===== config.mk =====
export PLATFORM = sky130hd
export DESIGN_NAME = csr_access_unit
export DESIGN_NICKNAME = d
export VERILOG_FILES = /design/src/rtl/csr_access_unit.sv
export SDC_FILE = /design/constraint.sdc
export NUM_CORES = 1
export LEC_CHECK = 0
export CAP_MARGIN = 20
export CELL_PAD_IN_SITES_DETAIL_PLACEMENT = 2
export CELL_PAD_IN_SITES_GLOBAL_PLACEMENT = 2
export CORE_MARGIN = 4
export CORE_UTILIZATION = 27
export CTS_BUF_LIST = sky130_fd_sc_hd__clkbuf_4 sky130_fd_sc_hd__clkbuf_8
export DETAILED_ROUTE_END_ITERATION = 7
export PLACE_DENSITY_LB_ADDON = 0.1
export SYNTH_ARGS = -nofsm -noshare
export SYNTH_HDL_FRONTEND = slang
export SYNTH_SLANG_ARGS = --single-unit

===== constraint.sdc =====
create_clock -name clk_i -period 2.55 [get_ports clk_i]
set_input_delay 0.765 -clock clk_i [delete_from_list [all_inputs] [get_ports clk_i]]
set_output_delay 0.765 -clock clk_i [all_outputs]
set_load 0.01 [all_outputs]

===== src/rtl/csr_access_unit.sv =====
// Zicsr read-modify-write sequencer driving the machine CSR register file port.
// Optional build macro CSR_ILLEGAL_CHK_EN enables illegal-op detection and suppression.
module csr_access_unit #(
  parameter int XLEN   = 32,
  parameter int CSR_AW = 12
) (
  input  logic              clk_i,
  input  logic              rst_ni,
  input  logic              req_valid_i,
  output logic              req_ready_o,
  input  logic [2:0]        req_funct3_i,
  input  logic [CSR_AW-1:0] req_csr_addr_i,
  input  logic [4:0]        req_rs1_idx_i,
  input  logic [XLEN-1:0]   req_rs1_data_i,
  input  logic [4:0]        req_rd_idx_i,
  input  logic              flush_i,
  output logic              rsp_valid_o,
  input  logic              rsp_ready_i,
  output logic [4:0]        rsp_rd_idx_o,
  output logic              rsp_rd_we_o,
  output logic [XLEN-1:0]   rsp_rd_data_o,
  output logic              rsp_illegal_o,
  output logic              csr_ren_o,
  output logic              csr_wen_o,
  output logic [CSR_AW-1:0] csr_addr_o,
  output logic [XLEN-1:0]   csr_wdata_o,
  input  logic [XLEN-1:0]   csr_rdata_i
);

  typedef enum logic [1:0] {IDLE, RD, WR, RSP} state_e;

  state_e              state_q, state_d;
  logic [2:0]          funct3_q;
  logic [CSR_AW-1:0]   addr_q;
  logic [4:0]          rs1_idx_q;
  logic [XLEN-1:0]     rs1_data_q;
  logic [4:0]          rd_idx_q;
  logic [XLEN-1:0]     old_q, old_d;

  logic                accept;
  logic                is_rw, is_rs, is_rc;
  logic                do_read, do_write, illegal;
  logic                rd_en;
  logic [XLEN-1:0]     src;
  logic [XLEN-1:0]     wdata;

  assign accept = (state_q == IDLE) && req_valid_i && !flush_i;

  // funct3[1:0] selects the operation; funct3[2] selects the immediate source.
  assign is_rw = (funct3_q[1:0] == 2'b01);
  assign is_rs = (funct3_q[1:0] == 2'b10);
  assign is_rc = (funct3_q[1:0] == 2'b11);
  assign src   = funct3_q[2] ? {{(XLEN-5){1'b0}}, rs1_idx_q} : rs1_data_q;

  assign do_read  = !(is_rw && (rd_idx_q == 5'd0));
  assign do_write = is_rw || ((is_rs || is_rc) && (rs1_idx_q != 5'd0));

`ifdef CSR_ILLEGAL_CHK_EN
  logic bad_funct3;
  assign bad_funct3 = (funct3_q[1:0] == 2'b00);
  assign illegal    = bad_funct3 || (do_write && (addr_q[CSR_AW-1 -: 2] == 2'b11));
`else
  // Unknown funct3 falls through to the set path with no write, i.e. a plain read.
  assign illegal = 1'b0;
`endif

  assign rd_en = do_read && !illegal;

  always_comb begin
    wdata = old_q | src;
    if (is_rw) begin
      wdata = src;
    end else if (is_rc) begin
      wdata = old_q & ~src;
    end
  end

  always_comb begin
    state_d       = state_q;
    old_d         = old_q;
    req_ready_o   = 1'b0;
    csr_ren_o     = 1'b0;
    csr_wen_o     = 1'b0;
    csr_wdata_o   = '0;
    rsp_valid_o   = 1'b0;
    rsp_rd_we_o   = 1'b0;
    rsp_rd_data_o = '0;
    rsp_illegal_o = 1'b0;
    case (state_q)
      IDLE: begin
        req_ready_o = !flush_i;
        if (accept) state_d = RD;
      end
      RD: begin
        csr_ren_o = rd_en;
        old_d     = rd_en ? csr_rdata_i : '0;
        state_d   = flush_i ? IDLE : WR;
      end
      WR: begin
        // A flush here still lets the write land; only the response is dropped.
        csr_wen_o   = do_write && !illegal;
        csr_wdata_o = wdata;
        state_d     = flush_i ? IDLE : RSP;
      end
      RSP: begin
        rsp_valid_o   = 1'b1;
        rsp_rd_data_o = illegal ? '0 : old_q;
        rsp_rd_we_o   = (rd_idx_q != 5'd0) && !illegal;
        rsp_illegal_o = illegal;
        if (flush_i || rsp_ready_i) state_d = IDLE;
      end
      default: state_d = IDLE;
    endcase
  end

  assign csr_addr_o   = addr_q;
  assign rsp_rd_idx_o = rd_idx_q;

  always_ff @(posedge clk_i or negedge rst_ni) begin
    if (!rst_ni) begin
      state_q    <= IDLE;
      funct3_q   <= '0;
      addr_q     <= '0;
      rs1_idx_q  <= '0;
      rs1_data_q <= '0;
      rd_idx_q   <= '0;
      old_q      <= '0;
    end else begin
      state_q <= state_d;
      old_q   <= old_d;
      if (accept) begin
        funct3_q   <= req_funct3_i;
        addr_q     <= req_csr_addr_i;
        rs1_idx_q  <= req_rs1_idx_i;
        rs1_data_q <= req_rs1_data_i;
        rd_idx_q   <= req_rd_idx_i;
      end
    end
  end

endmodule


Word level (Yosys, flattened, before mapping)
Index checks and enable logic that the tools add are counted.
{"block": "totals", "ff_bits": 91, "input_bits": 94, "out_inout_bits": 87, "elab_cells": 48}
{"block": "classes", "eq_ne": 8, "n_mux": 16, "n_bitwise": 3, "n_reduce_logical": 14}
{"operator": "$mux W32", "n": 6}
{"operator": "$and A32 B32 Y32", "n": 1}
{"operator": "$not A32 Y32", "n": 1}
{"operator": "$or A32 B32 Y32", "n": 1}
{"operator": "$reduce_bool A5 Y1", "n": 2}
{"operator": "$eq A2 B2 Y1 const B", "n": 4}
{"operator": "$mux W2", "n": 4}
{"operator": "$pmux W2 S4", "n": 1}
{"operator": "$logic_not A5 Y1", "n": 1}
{"operator": "$mux W1", "n": 5}
{"operator": "$eq A2 B1 Y1 const B", "n": 2}
{"operator": "$logic_and A1 B1 Y1", "n": 4}
{"operator": "$ne A2 B2 Y1 const B", "n": 2}
{"operator": "$logic_or A1 B1 Y1", "n": 3}
{"operator": "$logic_not A1 Y1", "n": 2}
{"operator": "$logic_not A2 Y1", "n": 1}
{"operator": "$reduce_and A2 Y1", "n": 1}

Depth between registers and ports, before layout
Gate-level depths: netlist of run 1.
{"block": "logic_depth", "word_depth": 6, "ltp_mapped": 6, "mapped_depth_nobuf": 3}

Worst setup path before layout of run 1
No wires, ideal clock.
{"block": "synth_path", "path_type": "reg-to-output", "from": "register funct3_q[2]", "to": "output port csr_wdata_o[3]", "arrival_time_ps": 1462, "required_time_ps": 1785, "setup_slack_ps": 323, "stages_incl_launch_ff": 6, "n_path_buf": 2, "cell_sequence": "dfrtp_1 > buf_6 > buf_6 > mux2_4 > or3b_1 > a21oi_1"}
{"block": "synth_via", "elab_chain_cells": 6, "word_cells_on_any_way": 7, "cone_classes": "mux: 4; bitwise: 3"}
{"item": "start, declared", "line_no": "33", "rtl": "logic [2:0] funct3_q;"}
{"item": "start signal, assigned", "line_no": "132", "rtl": "funct3_q <= req_funct3_i;"}
{"item": "$mux W32 *", "line_no": "53", "rtl": "assign src = funct3_q[2] ? {{(XLEN-5){1'b0}}, rs1_idx_q} : rs1_data_q;"}
{"item": "$not A32 Y32", "line_no": "74", "rtl": "wdata = old_q & ~src;"}
{"item": "$and A32 B32 Y32", "line_no": "74"}
{"item": "$mux W32", "line_no": "73", "rtl": "end else if (is_rc) begin"}
{"item": "$mux W32 *", "line_no": "71", "rtl": "if (is_rw) begin"}
{"item": "$mux W32 *", "line_no": "89", "rtl": "case (state_q)"}
{"item": "end, declared", "line_no": "26", "rtl": "output logic [XLEN-1:0] csr_wdata_o,"}
Mark *: on every way between the ends. The rest lies on a longest branch, timed or not.

Worst setup path after layout of run 1
Same ends and word-level chain as after synthesis.

==> summary.txt, run 1 <==
Outcome
  – Outcome: complete, but fails checks
  – Failing checks: negative setup slack

Routing
  – # DRC: 0
  – First drt pass iteration count: 4
  – Antenna viol nets, final: 0
  – Vias: 4265
  – Vias per cell: 4.85
  – Avg WL per Cell: ~20 um
  – Total wire length: around 18 mm
  – First DRT Iteration DRCs: around 110

Synth
  – Mean Syn Cell Area: about 10 um^2
  – Share of Yosys cell area claimed by the top area cell type: 0.488
  – Yosys reg bits: 91
  – Area contributors post-synth: dfrtp_1 (49%), mux2_2 (14%), nand2b_1 (7.4%), nand2_1 (5.3%), and3_1 (4.3%)
  – Yosys cell types: 32
  – Post-synthesis sequential area ratio: 0.488
  – Syn Inst Count: about 470
  – Syn Nets: between 500 and 600
  – Syn Std Cell Area: ~4700 um^2
  – Yosys warns: 0
  – Largest area contributor in the netlist: dfrtp_1

STA
  – PnR worst setup slack: -0.175 ns
  – Fin crit period: roughly 2.7 ns
  – Fin. max-slew vios: 0
  – Final hold violation count: 0
  – Layout Skew: around 0.013 ns
  – Final setup fails: 5
  – Period utilization: 1.07
  – F_max: about 0.37 GHz
  – RSZ-0062 raised after global routing: yes

Global route
  – First-pass GRT wire length: approximately 28 mm
  – Initial antenna violation count: 0
  – GRT Overall Usage: 0.179
  – Largest net degree at the start of global routing: 40
  – Vias in the first global route: 4965
  – Gr ovfl total: 0

Clock tree
  – Clk Latency, worst-skew pair: ~0.37 ns
  – CTS tree: built
  – Num CTS Buffers: 9
  – H-tree levels: 3
  – Root Buffer: clkbuf_8
  – CTS sink cnt: about 90
  – Clock Pin Slew Worst Setup and Hold Paths: approximately 0.1 ns
  – CTS Hold Bufs: 0
  – CTS max path bufs: 2

Hold path
  – Hold crit path type: primary input to async pin

Worst setup path
  – CP Data Required Time: approximately 1.8 ns
  – Reg2Reg Setup Slack: 0.68 ns
  – Crit path capture type: output pin
  – FF-to-FF End: rs1_data_q[25]
  – CP startpoint: funct3_q[2]
  – RR Startpoint: state_q[1]
  – Worst Path Class, Setup: flop to output pin
  – Crit path to: csr_wdata_o[3]
  – Arrival time at the worst endpoint: ~2.0 ns
  – Worst R2R Path Depth: 5
  – CP Max Fanout: 5
  – Startpoint Class: flop

Final layout
  – FILL cells: around 1800
  – Share of cells above drive strength 1: 0.307
  – Synth-to-Final Area Change: 53.3%
  – # diodes: 0
  – Most frequent cells in the layout: clkdlybuf4s50_1 (113), dfrtp_1 (88), nand2_1 (65), mux2_2 (58), nand2b_1 (42)
  – Multi-input logic area: between 2000 and 2500 um^2
  – NumNets Final: ~750
  – Commonest non-fill, non-tap cell in the layout: clkdlybuf4s50_1
  – Final std cell area, no fill: a little over 7000 um^2
  – FF/Latch Area: roughly 2300 um^2

Power and ir drop
  – Power per standard cell area: roughly 700 nW/um^2
  – Pwr Total: slightly below 5 mW
  – Worst VDD drop: between 0.3 and 0.4 mV
  – Lkg Pwr: about 3.3 nW

Floorplanning
  – Core Region: 16800 um^2
  – Die Wd: about 140 um
  – Die height: ~140 um
  – I/O Pins: approximately 180
  – DIE AREA: just under 20000 um^2
  – Starting density of the core: 0.278
  – Site Rows: between 40 and 50

Placed design
  – Dpl cell area: 6790 um^2
  – DP HPWL: about 13 mm
  – Port buffer count: roughly 180
  – Gp weighted congestion: between 0.7 and 0.8

Run
  – Total of max-cap violations: 0
## worst min-delay path by stage
stage,to,slack [ns],cells after the start,from
after CTS,rs1_data_q[26],0.32,1,rst_ni
after global placement,old_q[19],0.48,2,old_q[19]
after floorplan,old_q[10],0.46,2,old_q[10]
after global routing,old_q[25],0.35,1,rst_ni
after detailed placement,rs1_data_q[30],0.49,1,rs1_data_q[30]
final,rs1_data_q[26],0.32,1,rst_ni
## timing repair
item	CTS	global route
pin swaps	9	7
resized for setup	209	23
gates cloned	2	0
endpoints found under the setup margin	69	30
setup buffers	6	4
## logic make-up after synthesis
logic type / share of synthesized area
other: 0.000804
flip-flops: 0.488
buffers and inverters: 0.0547
multiplexers: 0.151
AO/OA/AOI/OAI: 0.0775
AND/OR/NAND/NOR: 0.228
## cell usage after synthesis
library cell / instances
nor2b_1: 3
o21a_1: 1
or4_4: 1
or3b_1: 2
mux2_2: 60
a21oi_1: 33
or4b_2: 1
conb_1: 1
nor3_1: 3
buf_1: 2
and3_1: 32
nand2_1: 66
o21bai_1: 1
inv_1: 5
o22ai_1: 5
nand3_1: 26
and2_2: 1
and2_1: 1
buf_6: 9
nor2_1: 3
nand2b_1: 55
dfrtp_1: 91
o21ai_1: 2
buf_4: 4
or3b_2: 3
a311oi_1: 1
clkbuf_1: 18
a31oi_1: 1
nor3_4: 1
o21ai_0: 25
mux2_4: 2
buf_2: 6
## registers in the layout, indices dropped and copies added, names as in the netlist
name and flops:
funct3_q 3, csr_addr_o 12, rs1_idx_q 5, rsp_rd_idx_o 5
rs1_data_q 32, old_q 32, state_q 2
## power by group
part	internal [mW]	switching (mW)	leakage (nW)	total, mW
clock network	0.480	0.530	0.102	1.01
registers	1.80	0.257	1.09	2.05
logic	1.01	0.849	2.10	1.86
total	3.29	1.64	3.29	4.92
## final cells by class
| cell class | count | share of cell area |
|---|---|---|
| Tap cell | 220 | 0.0385 |
| Clock inverter | 6 | 0.00910 |
| Clock buffer | 10 | 0.0192 |
| Timing Repair Buffer | 217 | 0.281 |
| Sequential cell | 91 | 0.319 |
| Inverter | 5 | 0.00262 |
| Multi-Input combinational cell | 330 | 0.330 |
## stage by stage
| stage | setup slack [ns] | instances | util | hold slack (ns) | setup TNS, ns |
|---|---|---|---|---|---|
| after CTS | -0.210 | 877 | 0.421 | 0.318 | -0.776 |
| after global placement | -0.186 | 853 | 0.405 | 0.480 | -1.04 |
| after global routing | -0.228 | 879 | 0.427 | 0.352 | -1.34 |
| after detailed placement | -0.250 | 853 | 0.405 | 0.491 | -1.28 |
| final | -0.175 | 879 | 0.427 | 0.324 | -0.663 |
| after floorplan | 0.323 | 465 | - | 0.464 | 0 |
## per-layer routing
metal / up-vias / track usage / wire [um]
met5: - / 0 / 0
met4: 0 / 0.0510 / 250
met3: 16 / 0.0621 / 1410
met2: 122 / 0.307 / 8740
met1: 2166 / 0.214 / 7100
li1: 1961 / - / -
## worst max-delay path, stage by stage, from the launching register on
cell     delay (ns)
dfrtp_2        0.46
buf_6          0.14
mux2_4         0.29
or3b_4         0.37
a21oi_2        0.17
buf_4          0.15
Note: power is estimated with default switching activity, not from simulation.
==> run 2: changes to the inputs <==
Settings changed: GPL_ROUTABILITY_DRIVEN set to 1, GPL_TIMING_DRIVEN set to 0.
==> summary.txt, run 2 (synthesis gave the netlist of run 1 again) <==
Routing
  – Antenna viol nets, final: 0 (unchanged)
  – Vias: 4307 (+0.98%)
  – # DRC: 0 (unchanged)
  – Total wire length: 19.1 mm (+9.1%)
  – First drt pass iteration count: 4 (unchanged)
  – First DRT Iteration DRCs: 116 (+3.6%)
  – Avg WL per Cell: 21.1 um (+5.9%)
  – Vias per cell: 4.76 (-1.9%)

Worst setup path
  – CP Data Required Time: 1.79 ns (about the same)
  – Cells along the critical path: buf_6 > buf_8 > mux2_4 > or3b_4 > a21oi_2 > buf_4
  – Slowest stage delay, CP: 0.38 ns (-0.08 ns)
  – CP Max Fanout: 6 (+1)
  – Crit path capture type: output pin
  – Startpoint Class: flop
  – Arrival time at the worst endpoint: 1.97 ns (about the same)
  – Slowest-stage cell, CP: dfrtp_1
  – Worst Path Class, Setup: flop to output pin

Final layout
  – NumNets Final: 775 (+3.6%)
  – Non-filler cells, final: 905 (+3.0%)
  – Share of cells above drive strength 1: 0.336 (+0.0292)
  – Commonest non-fill, non-tap cell in the layout: clkdlybuf4s50_1
  – Synth-to-Final Area Change: 60.0%
  – Most frequent cells in the layout: clkdlybuf4s50_1 (109), dfrtp_1 (90), nand2_1 (65), mux2_2 (59), nand2b_1 (35)
  – Final Util: 0.446 (+0.0189)
  – FILL cells: 1758 (-2.0%)
  – # diodes: 0 (unchanged)
  – Final std cell area, no fill: 7470 um^2 (+4.4%)

Clock tree
  – Num CTS Buffers: 9 (unchanged)
  – CTS Hold Bufs: 0 (unchanged)
  – Clk Latency, worst-skew pair: 0.37 ns (about the same)
  – H-tree levels: 3 (unchanged)
  – CTS sink cnt: 91 (unchanged)
  – Clock Pin Slew Worst Setup and Hold Paths: 0.10 ns (about the same)
  – CTS max path bufs: 2 (unchanged)
  – Root Buffer: clkbuf_8
  – CTS tree: built

Floorplanning
  – DIE AREA: 19400 um^2 (unchanged)
  – Die height: 139 um (unchanged)
  – Die Wd: 139 um (unchanged)
  – I/O Pins: 181 (unchanged)
  – Site Rows: 47 (unchanged)
  – Starting density of the core: 0.278 (unchanged)
  – Core Region: 16800 um^2 (unchanged)

STA
  – Layout Skew: 0.0103 ns (-0.00237 ns)
  – Final setup fails: 6 (+1)
  – F_max: 0.366 GHz (-0.26%)
  – RSZ-0062 raised after global routing: yes
  – Fin. max-slew vios: 0 (unchanged)
  – Actual slew at the worst max-slew pin: between 0.6 and 0.7 ns
  – Worst-case hold slack: 0.395 ns (+0.0708 ns)
  – PnR worst setup slack: -0.182 ns (-0.00720 ns)
  – Period utilization: 1.07 (+0.00282)
  – Setup_tns: -0.718 ns (-0.0548 ns)
  – Fin crit period: 2.73 ns (+0.00720 ns)
  – Worst slew margin: 0.567
  – Final hold violation count: 0 (unchanged)

Global route
  – Largest net degree at the start of global routing: 48 (+20%)
  – Vias in the first global route: 5084 (+2.4%)
  – GRT Overall Usage: 0.195 (+0.0159)
  – First-pass GRT wire length: 29.6 mm (+6.6%)
  – Gr ovfl total: 0 (unchanged)
  – Initial antenna violation count: 0 (unchanged)

Outcome
  – Failing checks: negative setup slack
  – Outcome: complete, but fails checks

Power and ir drop
  – Worst VDD drop: 0.328 mV (+3.7%)
  – Pwr Total: 5.11 mW (+3.8%)
  – Power per standard cell area: 684 nW/um^2 (-0.64%)
  – Lkg Pwr: 3.54 nW (+7.4%)

Placed design
  – DP HPWL: 13.4 mm (+6.3%)
  – Gp weighted congestion: 0.772 (+8.3%)
  – Dpl cell area: 6760 um^2 (-0.50%)
  – DP Worst Slack: -0.391 ns (-0.141 ns)
  – Dpl cells: 865 (+1.4%)
  – Port buffer count: 179 (unchanged)

Run
  – Total of max-cap violations: 0 (unchanged)

Hold path
  – Hold crit path type: primary input to async pin
## run 2: worst max-delay path, delay by kind of cell, from the launching register on
family	cells	cell delay, ns
compound gates	1	0.15
buf+inv	3	0.40
flops	1	0.38
mux	1	0.30
simple gates	1	0.37
## run 2: path summary, 6_finish.rpt
kind                                from             end  slack (ns)  cells after the start
max                          funct3_q[2]  csr_wdata_o[3]       -0.18                      6
min                               rst_ni  rs1_data_q[26]        0.39                      1
max reg2reg                   state_q[1]   csr_addr_o[1]        0.72                      6
min reg2reg                rs1_data_q[1]   rs1_data_q[1]        0.52                      1
max in group asynchronous         rst_ni       old_q[11]        1.47                      2
min in group clk_i         rs1_data_q[1]   rs1_data_q[1]        0.52                      1
## run 2: layout make-up
cell class / count / area (um^2) / area share
Clock buffer: 13 / 160 / 0.0214
Sequential cell: 91 / 2280 / 0.305
Clock inverter: 2 / 12.5 / 0.00168
Multi-Input combinational cell: 330 / 2420 / 0.324
Timing Repair Buffer: 207 / 1890 / 0.253
Inverter: 5 / 18.8 / 0.00251
Tap cell: 220 / 275 / 0.0369
Buffer: 37 / 415 / 0.0556
## run 2: where the power goes
group | total (mW) | internal, mW | switching, mW | leakage (nW)
Clock | 0.947 | 0.409 | 0.538 | 0.0898
Combinational | 2.09 | 1.16 | 0.922 | 2.36
Sequential | 2.08 | 1.80 | 0.279 | 1.09
Total | 5.11 | 3.37 | 1.74 | 3.54
## run 2: timing repair
action / CTS / global route
pin swaps: 16 / 19
endpoints found under the setup margin: 69 / 36
gates resized for setup: 261 / 40
gates cloned: 3 / 0
buffers inserted: 24 / 3
## run 2: layer usage
| metal | share of wire | track usage | routed length, um | vias up |
|---|---|---|---|---|
| met5 | 0 | 0 | 0 | - |
| met4 | 0.019 | 0.0592 | 371 | 0 |
| met3 | 0.072 | 0.0617 | 1370 | 19 |
| met2 | 0.51 | 0.339 | 9640 | 133 |
| met1 | 0.40 | 0.231 | 7710 | 2146 |
| li1 | - | - | - | 2009 |
==> run 3: changes to the inputs <==
Clock period 2.55 ns to 3 ns, I/O delays scaled along.
==> summary.txt, run 3 (synthesis gave the netlist of run 1 again) <==
Worst setup path
  – Crit path capture type: output pin
  – Startpoint Class: flop
  – Reg2Reg Setup Slack: 1.23 ns (+0.51 ns)
  – Worst R2R Path Depth: 5 (-1)
  – CP Data Required Time: 2.10 ns (+0.31 ns)
  – Slowest stage delay, CP: 0.55 ns (+0.17 ns)
  – Arrival time at the worst endpoint: 2.01 ns (+0.04 ns)
  – Worst Path Class, Setup: flop to output pin
  – Cells along the critical path: clkbuf_4 > clkbuf_4 > and3_1 > clkdlybuf4s50_1
  – Most frequent CP cell: clkbuf_4
  – CP Max Fanout: 10 (+4)
  – Slowest-stage cell, CP: clkdlybuf4s50_1

STA
  – Worst-case hold slack: 0.514 ns (+0.120 ns)
  – Fin. max-slew vios: 0 (unchanged)
  – RSZ-0062 raised after global routing: no
  – Fin crit period: a little under 3 ns
  – Final setup fails: 0 (-6)
  – Layout Skew: 0.0122 ns (+0.00195 ns)
  – F_max: around 0.34 GHz
  – Final hold violation count: 0 (unchanged)
  – Period utilization: 0.970
  – Actual slew at the worst max-slew pin: 0.643 ns (-0.00677 ns)
  – Worst slew margin: 0.571 (+0.00451)

Global route
  – First-pass GRT wire length: 28.2 mm (-4.7%)
  – GRT Overall Usage: 0.184 (-0.0111)
  – Vias in the first global route: 4953 (-2.6%)
  – Largest net degree at the start of global routing: 48 (unchanged)
  – Gr ovfl total: 0 (unchanged)
  – Initial antenna violation count: 0 (unchanged)

Floorplanning
  – Starting density of the core: 0.278 (unchanged)
  – Site Rows: 47 (unchanged)
  – Die Wd: 139 um (unchanged)
  – DIE AREA: 19400 um^2 (unchanged)
  – Core Region: 16800 um^2 (unchanged)
  – Die height: 139 um (unchanged)
  – I/O Pins: 181 (unchanged)

Hold path
  – Hold crit path type: flop to flop
  – WHS Path Cells: 1

Routing
  – First DRT Iteration DRCs: 89 (-23%)
  – Vias per cell: 4.74 (-0.46%)
  – Avg WL per Cell: 20.2 um (-4.4%)
  – # DRC: 0 (unchanged)
  – Total wire length: 17.8 mm (-6.7%)
  – First drt pass iteration count: 4 (unchanged)
  – Vias: 4183 (-2.9%)
  – Antenna viol nets, final: 0 (unchanged)

Final layout
  – Synth-to-Final Area Change: 50.9%
  – Share of cells above drive strength 1: 0.208 (-0.128)
  – NumNets Final: 753 (-2.8%)
  – Final Util: 0.420 (-0.0255)
  – Most frequent cells in the layout: clkdlybuf4s50_1 (141), dfrtp_1 (90), nand2_1 (65), mux2_2 (60), nand2b_1 (53)
  – Commonest non-fill, non-tap cell in the layout: clkdlybuf4s50_1
  – # diodes: 0 (unchanged)

Power and ir drop
  – Power per standard cell area: 562 nW/um^2 (-18%)
  – Pwr Total: 3.96 mW (-22%)
  – Worst VDD drop: 0.236 mV (-28%)
  – Lkg Pwr: 3.17 nW (-10%)

Clock tree
  – Num CTS Buffers: 9 (unchanged)
  – CTS max path bufs: 2 (unchanged)
  – Root Buffer: clkbuf_8
  – CTS Hold Bufs: 0 (unchanged)
  – CTS tree: built
  – Clk Latency, worst-skew pair: 0.37 ns (about the same)
  – Clock Pin Slew Worst Setup and Hold Paths: 0.10 ns (about the same)
  – H-tree levels: 3 (unchanged)
  – CTS sink cnt: 91 (unchanged)

Placed design
  – DP HPWL: 13.4 mm (unchanged)
  – Gp weighted congestion: 0.772 (unchanged)
  – Port buffer count: 179 (unchanged)

Outcome
  – Outcome: complete, no violations

Run
  – Total of max-cap violations: 0 (unchanged)
run 3: cell types whose count changed in the layout (fill, tap and decap cells not counted), moves of 4 or more:
| cell | previous run | this run |
|---|---|---|
| clkbuf_4 | 7 | 14 |
| a21oi_2 | 18 | 3 |
| buf_2 | 31 | 6 |
| clkdlybuf4s50_1 | 109 | 141 |
| nand2b_4 | 19 | 1 |
| clkbuf_8 | 20 | 14 |
| a21oi_1 | 15 | 30 |
| nand2b_1 | 35 | 53 |
| buf_4 | 30 | 10 |
| buf_12 | 4 | 0 |
run 3: stage by stage:
stage	setup slack, ns	cells	area (um^2)	TNS, ns
final	0.0911	883	7040	0
after detailed placement	-0.0927	865	6760	-0.411
after global routing	0.00584	883	7040	0
after CTS	0.00748	883	7020	0
after floorplan	0.638	465	4670	0
after global placement	-2.65	864	6730	-240.00
run 3: worst paths after layout:
check,from,endpoint
max,state_q[1],rsp_rd_data_o[28]
min,rs1_data_q[1],rs1_data_q[1]
min in group asynchronous,rst_ni,rs1_data_q[26]
max reg2reg,state_q[1],csr_addr_o[1]
min reg2reg,rs1_data_q[1],rs1_data_q[1]
max in group asynchronous,rst_ni,old_q[11]
run 3: layout make-up:
class                      instances  area (um^2)
timing repair buffer             184         1800
inverter                           5         18.8
buffer                            38          334
sequential                        91         2280
multi-input combinational        330         2160
clock buffer                      13          160
clock inverter                     2         12.5
fill                            1796         9720
tap                              220          275
run 3: per-layer routing:
layer / up-vias / track usage / part of all wire
li1: 1958 / - / -
met1: 2072 / 0.214 / 0.40
met2: 132 / 0.322 / 0.50
met3: 21 / 0.0600 / 0.079
met4: 0 / 0.0572 / 0.019
met5: - / 0 / 0
run 3: timing repair:
item                                    4_1_cts  5_1_grt
setup buffers                                 4        0
pin swaps                                     1        1
gates resized for setup                      87       16
gates cloned                                  0        0
endpoints found under the setup margin       65       34
run 3: report_power, final:
part	switching (mW)	total (mW)	leakage (nW)	internal, mW
registers	0.213	1.74	1.09	1.53
logic	0.657	1.42	1.99	0.763
clock network	0.452	0.800	0.0898	0.348
run 3: worst max-delay path, delay by kind of cell, from the launching register on:
kind | cells | cell delay (ns)
flops | 1 | 0.42
buf+inv | 3 | 1.01
simple gates | 1 | 0.20
